## src/rtl/alu_ctrl_pkg.sv

```systemverilog
// Shared encodings and FSM state type for the RV32 ALU control sequencer.
package alu_ctrl_pkg;

    localparam int unsigned AluOpW = 4;

    localparam logic [AluOpW-1:0] OpAnd   = 4'b0000;
    localparam logic [AluOpW-1:0] OpOr    = 4'b0001;
    localparam logic [AluOpW-1:0] OpAdd   = 4'b0010;
    localparam logic [AluOpW-1:0] OpXor   = 4'b0101;
    localparam logic [AluOpW-1:0] OpSub   = 4'b0110;
    localparam logic [AluOpW-1:0] OpSrl   = 4'b1000;
    localparam logic [AluOpW-1:0] OpSra   = 4'b1001;
    localparam logic [AluOpW-1:0] OpSll   = 4'b1010;
    localparam logic [AluOpW-1:0] OpSlt   = 4'b1100;
    localparam logic [AluOpW-1:0] OpSltu  = 4'b1101;
    localparam logic [AluOpW-1:0] OpPassB = 4'b1111;

    localparam logic [1:0] AluOpMem    = 2'b00;
    localparam logic [1:0] AluOpBranch = 2'b01;
    localparam logic [1:0] AluOpArith  = 2'b10;
    localparam logic [1:0] AluOpPassB  = 2'b11;

    localparam logic [6:0] F7_BASE   = 7'b0000000;
    localparam logic [6:0] F7_ALT    = 7'b0100000;
    localparam logic [6:0] F7_MULDIV = 7'b0000001;

    typedef enum logic [1:0] {
        StIdle   = 2'd0,
        StMdWait = 2'd1,
        StOut    = 2'd2
    } state_e;

endpackage

```

## src/rtl/alu_op_decode.sv

```systemverilog
// Combinational decode of ALU_Op/funct3/funct7 into ALU op code, mul/div select and illegal flag.
module alu_op_decode
    import alu_ctrl_pkg::*;
#(
    parameter bit ENABLE_M = 1'b1
) (
    input  logic [1:0]        alu_op_i,
    input  logic [2:0]        funct3_i,
    input  logic [6:0]        funct7_i,
    input  logic              is_imm_i,
    output logic [AluOpW-1:0] op_o,
    output logic              is_md_o,
    output logic              illegal_o
);

    logic f7_checked;
    logic f7_alt_ok;

    always_comb begin
        op_o       = OpAdd;
        is_md_o    = 1'b0;
        illegal_o  = 1'b0;
        // I-type funct7 carries immediate bits except for the shift-immediates.
        f7_checked = !is_imm_i || (funct3_i == 3'd1) || (funct3_i == 3'd5);
        f7_alt_ok  = ((funct3_i == 3'd0) && !is_imm_i) || (funct3_i == 3'd5);

        unique case (alu_op_i)
            AluOpMem:   op_o = OpAdd;
            AluOpPassB: op_o = OpPassB;
            AluOpBranch: begin
                unique case (funct3_i)
                    3'd0, 3'd1: op_o = OpSub;
                    3'd4, 3'd5: op_o = OpSlt;
                    3'd6, 3'd7: op_o = OpSltu;
                    default:    illegal_o = 1'b1;
                endcase
            end
            default: begin
                unique case (funct3_i)
                    3'd0:    op_o = (!is_imm_i && (funct7_i == F7_ALT)) ? OpSub : OpAdd;
                    3'd1:    op_o = OpSll;
                    3'd2:    op_o = OpSlt;
                    3'd3:    op_o = OpSltu;
                    3'd4:    op_o = OpXor;
                    3'd5:    op_o = (funct7_i == F7_ALT) ? OpSra : OpSrl;
                    3'd6:    op_o = OpOr;
                    default: op_o = OpAnd;
                endcase
                if (f7_checked) begin
                    if ((funct7_i == F7_MULDIV) && !is_imm_i && ENABLE_M) begin
                        is_md_o = 1'b1;
                    end else if (!((funct7_i == F7_BASE) ||
                                   ((funct7_i == F7_ALT) && f7_alt_ok))) begin
                        illegal_o = 1'b1;
                    end
                end
            end
        endcase

        if (illegal_o || is_md_o) begin
            op_o = OpAdd;
        end
    end

endmodule

```

## src/rtl/alu_ctrl_seq.sv

```systemverilog
// ALU control sequencer: valid/ready decode with registered outputs and mul/div start/done
// sequencing guarded by a watchdog.
module alu_ctrl_seq
    import alu_ctrl_pkg::*;
#(
    parameter bit          ENABLE_M   = 1'b1,
    parameter int unsigned MD_TIMEOUT = 64,
    parameter int unsigned OP_W       = 4
) (
    input  logic            clk,
    input  logic            rst_n,
    input  logic            in_valid,
    output logic            in_ready,
    input  logic [1:0]      alu_op_i,
    input  logic [2:0]      funct3_i,
    input  logic [6:0]      funct7_i,
    input  logic            is_imm_i,
    output logic            out_valid,
    input  logic            out_ready,
    output logic [OP_W-1:0] out_op,
    output logic            out_sel_md,
    output logic            out_illegal,
    output logic            out_timeout,
    output logic            md_start,
    output logic [2:0]      md_op,
    output logic            md_abort,
    input  logic            md_done
);

    localparam int unsigned CntW = $clog2(MD_TIMEOUT);

    state_e            state_q, state_d;
    logic [OP_W-1:0]   op_q, op_d;
    logic              sel_md_q, sel_md_d;
    logic              illegal_q, illegal_d;
    logic              timeout_q, timeout_d;
    logic              md_start_q, md_start_d;
    logic [2:0]        md_op_q, md_op_d;
    logic [CntW-1:0]   cnt_q, cnt_d;

    logic [AluOpW-1:0] dec_op;
    logic              dec_is_md;
    logic              dec_illegal;
    logic              accept;

    alu_op_decode #(
        .ENABLE_M (ENABLE_M)
    ) u_decode (
        .alu_op_i  (alu_op_i),
        .funct3_i  (funct3_i),
        .funct7_i  (funct7_i),
        .is_imm_i  (is_imm_i),
        .op_o      (dec_op),
        .is_md_o   (dec_is_md),
        .illegal_o (dec_illegal)
    );

    assign in_ready = rst_n & ((state_q == StIdle) | ((state_q == StOut) & out_ready));
    assign accept   = in_valid & in_ready;

    always_comb begin
        state_d    = state_q;
        op_d       = op_q;
        sel_md_d   = sel_md_q;
        illegal_d  = illegal_q;
        timeout_d  = timeout_q;
        md_start_d = 1'b0;
        md_op_d    = md_op_q;
        cnt_d      = cnt_q;
        md_abort   = 1'b0;

        unique case (state_q)
            StIdle, StOut: begin
                if (accept) begin
                    op_d      = OP_W'(dec_op);
                    illegal_d = dec_illegal;
                    timeout_d = 1'b0;
                    sel_md_d  = 1'b0;
                    if (dec_is_md) begin
                        state_d    = StMdWait;
                        md_start_d = 1'b1;
                        md_op_d    = funct3_i;
                        cnt_d      = '0;
                    end else begin
                        state_d = StOut;
                    end
                end else if ((state_q == StOut) && out_ready) begin
                    state_d = StIdle;
                end
            end
            StMdWait: begin
                cnt_d = cnt_q + CntW'(1);
                if (md_done) begin
                    state_d  = StOut;
                    sel_md_d = 1'b1;
                    op_d     = OP_W'(OpAdd);
                    md_op_d  = '0;
                end else if (cnt_q == CntW'(MD_TIMEOUT - 1)) begin
                    // Abort is combinational so a done arriving in the timeout cycle can still win.
                    md_abort  = 1'b1;
                    state_d   = StOut;
                    sel_md_d  = 1'b1;
                    timeout_d = 1'b1;
                    op_d      = OP_W'(OpAdd);
                    md_op_d   = '0;
                end
            end
            default: state_d = StIdle;
        endcase
    end

    always_ff @(posedge clk or negedge rst_n) begin
        if (!rst_n) begin
            state_q    <= StIdle;
            op_q       <= '0;
            sel_md_q   <= 1'b0;
            illegal_q  <= 1'b0;
            timeout_q  <= 1'b0;
            md_start_q <= 1'b0;
            md_op_q    <= '0;
            cnt_q      <= '0;
        end else begin
            state_q    <= state_d;
            op_q       <= op_d;
            sel_md_q   <= sel_md_d;
            illegal_q  <= illegal_d;
            timeout_q  <= timeout_d;
            md_start_q <= md_start_d;
            md_op_q    <= md_op_d;
            cnt_q      <= cnt_d;
        end
    end

    assign out_valid   = (state_q == StOut);
    assign out_op      = op_q;
    assign out_sel_md  = sel_md_q;
    assign out_illegal = illegal_q;
    assign out_timeout = timeout_q;
    assign md_start    = md_start_q;
    assign md_op       = md_op_q;

endmodule

```

## config.mk

```make
export PLATFORM = sky130hd
export DESIGN_NAME = alu_ctrl_seq
export DESIGN_NICKNAME = d
export VERILOG_FILES = /design/src/rtl/alu_ctrl_pkg.sv /design/src/rtl/alu_op_decode.sv /design/src/rtl/alu_ctrl_seq.sv
export SDC_FILE = /design/constraint.sdc
export NUM_CORES = 1
export LEC_CHECK = 0
export ABC_AREA = 1
export CORE_UTILIZATION = 51
export DETAILED_ROUTE_END_ITERATION = 8
export PLACE_DENSITY_LB_ADDON = 0.12
export SLEW_MARGIN = 20
export SYNTH_ARGS = -nofsm -noshare
export SYNTH_HDL_FRONTEND = slang
export SYNTH_SLANG_ARGS = --single-unit
```

## constraint.sdc

```tcl
create_clock -name clk -period 4.4 [get_ports clk]
set_clock_uncertainty 0.2 [all_clocks]
set_input_delay 0.88 -clock clk [delete_from_list [all_inputs] [get_ports clk]]
set_output_delay 0.88 -clock clk [all_outputs]
set_load 0.02 [all_outputs]
```

==> results of run 1 <==
final timing paths:
path	startpoint	to	slack (ns)	cells past startpoint
setup / recovery	rst_n	in_ready	0.99	5
hold reg to reg	md_op[1]	md_op[1]	0.29	2
max in group asynchronous	rst_n	cnt_q[4]	3.04	2
min in group asynchronous	rst_n	out_illegal	0.75	2
setup reg to reg	cnt_q[0]	out_op[1]	2.66	10
hold / removal	md_op[1]	md_op[1]	0.29	2
layer usage:
layer / vias to the layer above / global-route usage [%] / wire [microns]
met5: - / 0 / 0
met4: 0 / 9.52 / 36
met3: 4 / 5.25 / 81
met2: 19 / 37.8 / 1290
met1: 544 / 28.1 / 1120
li1: 604 / - / -
synth_stat cells (all sizes together):
cell,instances
a21oi,3
nor2,23
dfrtp,19
inv,24
o21a,3
nor3,1
nand4,5
or2,1
o21ai,14
nand2,53
buf,2
ha,1
nand3,19
metrics by stage:
step | setup slack, ns | instance area (sq um)
final | 0.994 | 1530
after global routing | 0.895 | 1530
after CTS | 0.987 | 1530
after detailed placement | 0.993 | 1500
after global placement | 1.01 | 1500
after floorplan | 2.05 | 1160
worst min-delay path: cells and delay by family (launching register included):
| kind | cells | cell delay (ns) |
|---|---|---|
| DFF | 1 | 0.36 |
| and+or+nand+nor | 2 | 0.10 |
cell type report:
class                   count  area [sq um]  area share (%)
inverters                  24          90.1            5.90
multi-input cells         123           583            38.2
flip-flops and latches     19           475            31.1
repair buffers             32           318            20.8
well taps                  27          33.8            2.21
clock buffers               3          22.5            1.47
clock inverters             1          5.00           0.328
cells by family after synthesis:
| group | count (synthesis) | synth area share, % |
|---|---|---|
| fa+ha+maj | 1 | 1.08 |
| buf+inv | 26 | 8.64 |
| compound gates | 20 | 9.29 |
| flops | 19 | 41.0 |
| simple gates | 102 | 40.0 |
cells in the final DEF, fill, tap and decap left out, types with 2 or more instances in the layout:
cell type        netlist  final
o21a_1                 3      3
o21ai_0                9      9
nand4_1                5      5
inv_1                 20     20
o21ai_1                5      5
nand2_2                3      3
clkdlybuf4s50_1        0     31
clkbuf_4               0      3
a21oi_1                3      3
nand2_1               48     48
nor2_2                 2      2
nor2_1                20     20
nand2_4                2      2
dfrtp_1               19     19
nand3_1               18     18
inv_2                  4      4
registers in the layout, indices dropped and copies added (netlist names):
name and cells:
out_sel_md 1, out_illegal 1, md_op 3, out_op 4, out_timeout 1, cnt_q 6, md_start 1, state_q 2
power by group through the flow:
stage | Clock [mW] | Combinational [mW] | Sequential, mW
6_report | 0.0905 | 0.0954 | 0.191
5_1_grt | 0.0968 | 0.105 | 0.192
4_1_cts | 0.0910 | 0.0962 | 0.191
2_1_floorplan | 0 | 0.0386 | 0.204
3_3_place_gp | 0 | 0.0942 | 0.194
3_5_place_dp | 0 | 0.0959 | 0.195
==> impl_metrics.env, run 1 <==
export IMPL_run_status="complete, no violations"
export IMPL_grt_pass1_wl_mm=4.30
export IMPL_hold_viol=0
export IMPL_clock_path_buffers=2
export IMPL_worstSetupStartpointType="input pin"
export IMPL_critPathSlowestCell="clkdlybuf4s50_1"
export IMPL_grt_antenna_before_repair=0
export IMPL_final_instance_count_excl_fill=229
export IMPL_cts_buffers=3
export IMPL_ys_types=20
export IMPL_p_per_area_mw_per_mm2=247
export IMPL_cpPeakStageDelay_ns=0.60
export IMPL_clkPwrFrac_pct=24.0
export IMPL_setup_tns_ns=0
export IMPL_rsz0062_at_grt="no"
export IMPL_final_util_pct=74.8
export IMPL_path_buf_inv=3
export IMPL_drt_initial_drc_count=28
export IMPL_cts_tree="done"
export IMPL_wl_per_cell_microns=11.0
export IMPL_dpl_hpwl_mm=2.01
export IMPL_drive_above_1_share_pct=8.91
export IMPL_hp_class="register to register"
export IMPL_cts_setup_buffers=0
export IMPL_arrival_ns=2.33
export IMPL_p_switching_uw=113
export IMPL_p_seq_share_pct=50.7
export IMPL_io_buffers=31
export IMPL_slew_viol_final=0
export IMPL_first_pass_iters=4
export IMPL_synth_top_area_share_pct=41.0
export IMPL_avgSynthCellArea_sq_um=6.90
export IMPL_synth_area_leaders="dfrtp_1, nand2_1, nand3_1, inv_1, nor2_1"
export IMPL_synth_largest_area_cell="dfrtp_1"
export IMPL_gr_total_overflow=0
export IMPL_dp_cells=225
export IMPL_ir_worst_vdd_mv=0.223
export IMPL_worstSetupPathType="input pin to primary output"
export IMPL_comb_power_share_pct=25.3
export IMPL_synth_seq_cells=19
export IMPL_crit_chain="clkdlybuf4s50_1 -> inv_1 -> nor2_1 -> o21a_1 -> clkdlybuf4s50_1"
export IMPL_worstMarginPinSlew_ns=0.265
export IMPL_critPathMostFrequentCell="clkdlybuf4s50_1"
export IMPL_syn_cell_area_sq_mm=0.00116
export IMPL_worst_hold_slack_ns=0.289
export IMPL_grt_pass1_vias=1043
export IMPL_start_util_pct=56.7
export IMPL_antenna_cells=0
export IMPL_final_antenna_net_count=0
export IMPL_fmax_mhz=294
export IMPL_die_h_microns=49.7
export IMPL_area_growth_pct=31.9
export IMPL_grtUsageTotal_pct=22.8
export IMPL_relSlewSlack_pct=82.3
export IMPL_yosys_warnings=0
export IMPL_avgViaCountPerCell=5.11
export IMPL_syn_nets=187
export IMPL_io_pins=32
export IMPL_cts_root_buf="clkbuf_4"
export IMPL_path_clk_slew_ns=0.12
export IMPL_cts_sinks=19
export IMPL_finalPower_uw=377
export IMPL_cp_top_family="buffers and inverters"
export IMPL_die_w_microns=49.7
export IMPL_ys_seq_area_share_pct=41.0
export IMPL_cts_hold_buf=0
export IMPL_row_count=16
export IMPL_dieArea_sq_mm=0.00247
export IMPL_power_internal_uw=264
export IMPL_post_route_period_util_pct=77.4
export IMPL_min_period_ns=3.41
export IMPL_drt_total_wl_mm=2.52
export IMPL_core_area_sq_mm=0.00204
export IMPL_nets=222
export IMPL_path_max_fanout=2
export IMPL_grt_max_degree=20
export IMPL_p_leak_nw=0.769
export IMPL_clock_latency_ns=0.30
export IMPL_finalSetupViolations=0
export IMPL_gp_congestion=0.874
export IMPL_via_count=1171
export IMPL_n_fill_cell=166
export IMPL_htreeDepth=1
export IMPL_p_sw_share_pct=30.0
export IMPL_cap_violations=0
export IMPL_cp_end_kind="primary output"
export IMPL_worstPathRequired_ns=3.32
export IMPL_ctsResizeCount=0
export IMPL_synth_cells=168
export IMPL_drc=0
No activity file was read; power rests on OpenSTA's default activity.
==> run 2: changes to the inputs <==
--- a/config.mk
+++ b/config.mk
@@ -6,7 +6,7 @@
 export NUM_CORES = 1
 export LEC_CHECK = 0
 export ABC_AREA = 1
-export CORE_UTILIZATION = 51
+export CORE_UTILIZATION = 47
 export DETAILED_ROUTE_END_ITERATION = 8
 export PLACE_DENSITY_LB_ADDON = 0.12
 export SLEW_MARGIN = 20
==> constraint.sdc (replaced) <==
create_clock -name clk -period 3.49 [get_ports clk]
set_clock_uncertainty 0.2 [all_clocks]
set_input_delay 0.698 -clock clk [delete_from_list [all_inputs] [get_ports clk]]
set_output_delay 0.698 -clock clk [all_outputs]
set_load 0.02 [all_outputs]
==> run 2 against run 1 <==
Compared with the run above:
- first-iteration DRC count decreased by 29%
- power up 26%
- global-route usage shrank 0.24 points
- non-clock buffer count unchanged
- cell count up 0.44%
- clock-buffer cell count increased by 1
- final area is the same
- sequential share of layout area unchanged
- critical path type unchanged
- die area grew 8.2%
- register-to-register slack got worse by 0.92 ns
- sequential power rose by 26%
==> impl_metrics.env, run 2 (synthesis results as in run 1) <==
export IMPL_run_status="complete, no violations"
export IMPL_largest_reg_flops=6
export IMPL_gp_congestion=0.818
export IMPL_grt_antenna_before_repair=0
export IMPL_io_pins=32
export IMPL_p_sw_share_pct=29.4
export IMPL_gr_total_overflow=0
export IMPL_first_pass_iters=4
export IMPL_grt_pass1_vias=1125
export IMPL_hold_viol=0
export IMPL_dpl_hpwl_mm=2.03
export IMPL_cp_end_kind="primary output"
export IMPL_setup_tns_ns=0
export IMPL_path_clk_slew_ns=0.10
export IMPL_cts_setup_buffers=0
export IMPL_start_util_pct=50.9
export IMPL_clkPwrFrac_pct=23.5
export IMPL_worstReg2RegStart="cnt_q[0]"
export IMPL_ir_worst_vdd_mv=0.264
export IMPL_arrival_ns=2.11
export IMPL_final_instance_count_excl_fill=230
export IMPL_mostFrequentLayoutCells="nand2_1, clkdlybuf4s50_1, inv_1, nor2_1, dfrtp_1"
export IMPL_rr_worst_depth=10
export IMPL_drt_initial_drc_count=20
export IMPL_finalSetupViolations=0
export IMPL_n_fill_cell=215
export IMPL_p_leak_nw=0.766
export IMPL_avgViaCountPerCell=5.14
export IMPL_cts_buffers=3
export IMPL_comb_power_share_pct=25.6
export IMPL_mostFrequentLayoutCell="nand2_1"
export IMPL_io_buffers=31
export IMPL_area_growth_pct=31.9
export IMPL_dp_cells=226
export IMPL_relSlewSlack_pct=81.5
export IMPL_power_internal_uw=335
export IMPL_worstPathRequired_ns=2.59
export IMPL_path_max_fanout=2
export IMPL_r2r_end="out_op[1]"
export IMPL_drc=0
export IMPL_p_seq_share_pct=50.9
export IMPL_antenna_cells=0
export IMPL_critPathCapture="in_ready"
export IMPL_dieArea_sq_mm=0.00267
export IMPL_min_period_ns=3.01
export IMPL_htreeDepth=1
export IMPL_die_h_microns=51.7
export IMPL_worstMarginPinSlew_ns=0.278
export IMPL_p_switching_uw=139
export IMPL_worstSetupStartpoint="rst_n"
export IMPL_cts_hold_buf=0
export IMPL_final_antenna_net_count=0
export IMPL_cap_violations=0
export IMPL_worstSetupStartpointType="input pin"
export IMPL_die_w_microns=51.7
export IMPL_wl_per_cell_microns=11.4
export IMPL_clock_latency_ns=0.30
export IMPL_row_count=17
export IMPL_clock_path_buffers=2
export IMPL_grtUsageTotal_pct=22.5
export IMPL_drive_above_1_share_pct=8.42
export IMPL_regMostFlops="cnt_q"
export IMPL_cts_root_buf="clkbuf_4"
export IMPL_drt_total_wl_mm=2.62
export IMPL_ctsResizeCount=0
export IMPL_via_count=1183
export IMPL_fmax_mhz=333
export IMPL_nets=222
export IMPL_grt_max_degree=20
export IMPL_min_from="md_op[0]"
export IMPL_cts_sinks=19
export IMPL_hp_class="register to register"
export IMPL_post_route_period_util_pct=86.1
export IMPL_p_per_area_mw_per_mm2=310
export IMPL_grt_pass1_wl_mm=4.52
export IMPL_worstSetupPathType="input pin to primary output"
export IMPL_cts_tree="done"
export IMPL_rrSetupSlack_ns=1.74
export IMPL_rsz0062_at_grt="no"
export IMPL_slew_viol_final=0
export IMPL_core_area_sq_mm=0.00228
[run 2: stage by stage]
| stage | util (%) | hold WS (ns) | worst slack [ns] | cell area [sq um] | power (mW) |
|---|---|---|---|---|---|
| 6_report | 67.1 | 0.293 | 0.484 | 1530 | 0.474 |
| 2_1_floorplan | - | 0.202 | 1.50 | 1160 | 0.306 |
| 3_3_place_gp | 66.0 | 0.258 | 0.505 | 1500 | 0.364 |
| 4_1_cts | 67.1 | 0.296 | 0.478 | 1530 | 0.478 |
| 5_1_grt | 67.1 | 0.331 | 0.452 | 1530 | 0.504 |
| 3_5_place_dp | 66.0 | 0.271 | 0.486 | 1500 | 0.367 |
[run 2: routing by layer]
metal | vias up | part of all wire (%) | track usage [%]
met5 | - | 0 | 0
met3 | 4 | 4.2 | 3.51
met1 | 546 | 45 | 26.9
met2 | 30 | 50 | 41.1
met4 | 0 | 0.80 | 6.76
li1 | 603 | - | -
[run 2: worst max-delay path, cell delays in order]
cell             delay (ns)
clkdlybuf4s50_1        0.48
inv_1                  0.04
nor2_1                 0.15
o21a_1                 0.14
clkdlybuf4s50_1        0.59
[run 2: cell type report]
cell class              instances  area (sq um)  area share, %
flip-flops and latches         19           475           31.1
inverters                      24          90.1           5.90
repair buffers                 32           318           20.8
multi-input cells             123           583           38.2
clock buffers                   4          26.3           1.72
well taps                      28          35.0           2.29
[run 2: power groups by stage]
stage | logic, mW | clock network, mW | registers (mW)
2_1_floorplan | 0.0487 | 0 | 0.257
3_3_place_gp | 0.119 | 0 | 0.245
3_5_place_dp | 0.122 | 0 | 0.245
4_1_cts | 0.122 | 0.115 | 0.241
5_1_grt | 0.134 | 0.126 | 0.243
6_report | 0.121 | 0.112 | 0.241
[run 2: how the worst min path moves through the flow]
| stage | to | slack (ns) | cells after the start |
|---|---|---|---|
| floorplan | cnt_q[0] | 0.20 | 0 |
| global placement | md_op[2] | 0.26 | 2 |
| detailed placement | md_op[2] | 0.27 | 2 |
| CTS | md_op[0] | 0.30 | 2 |
| global route | cnt_q[0] | 0.33 | 1 |
| finish | md_op[0] | 0.29 | 2 |
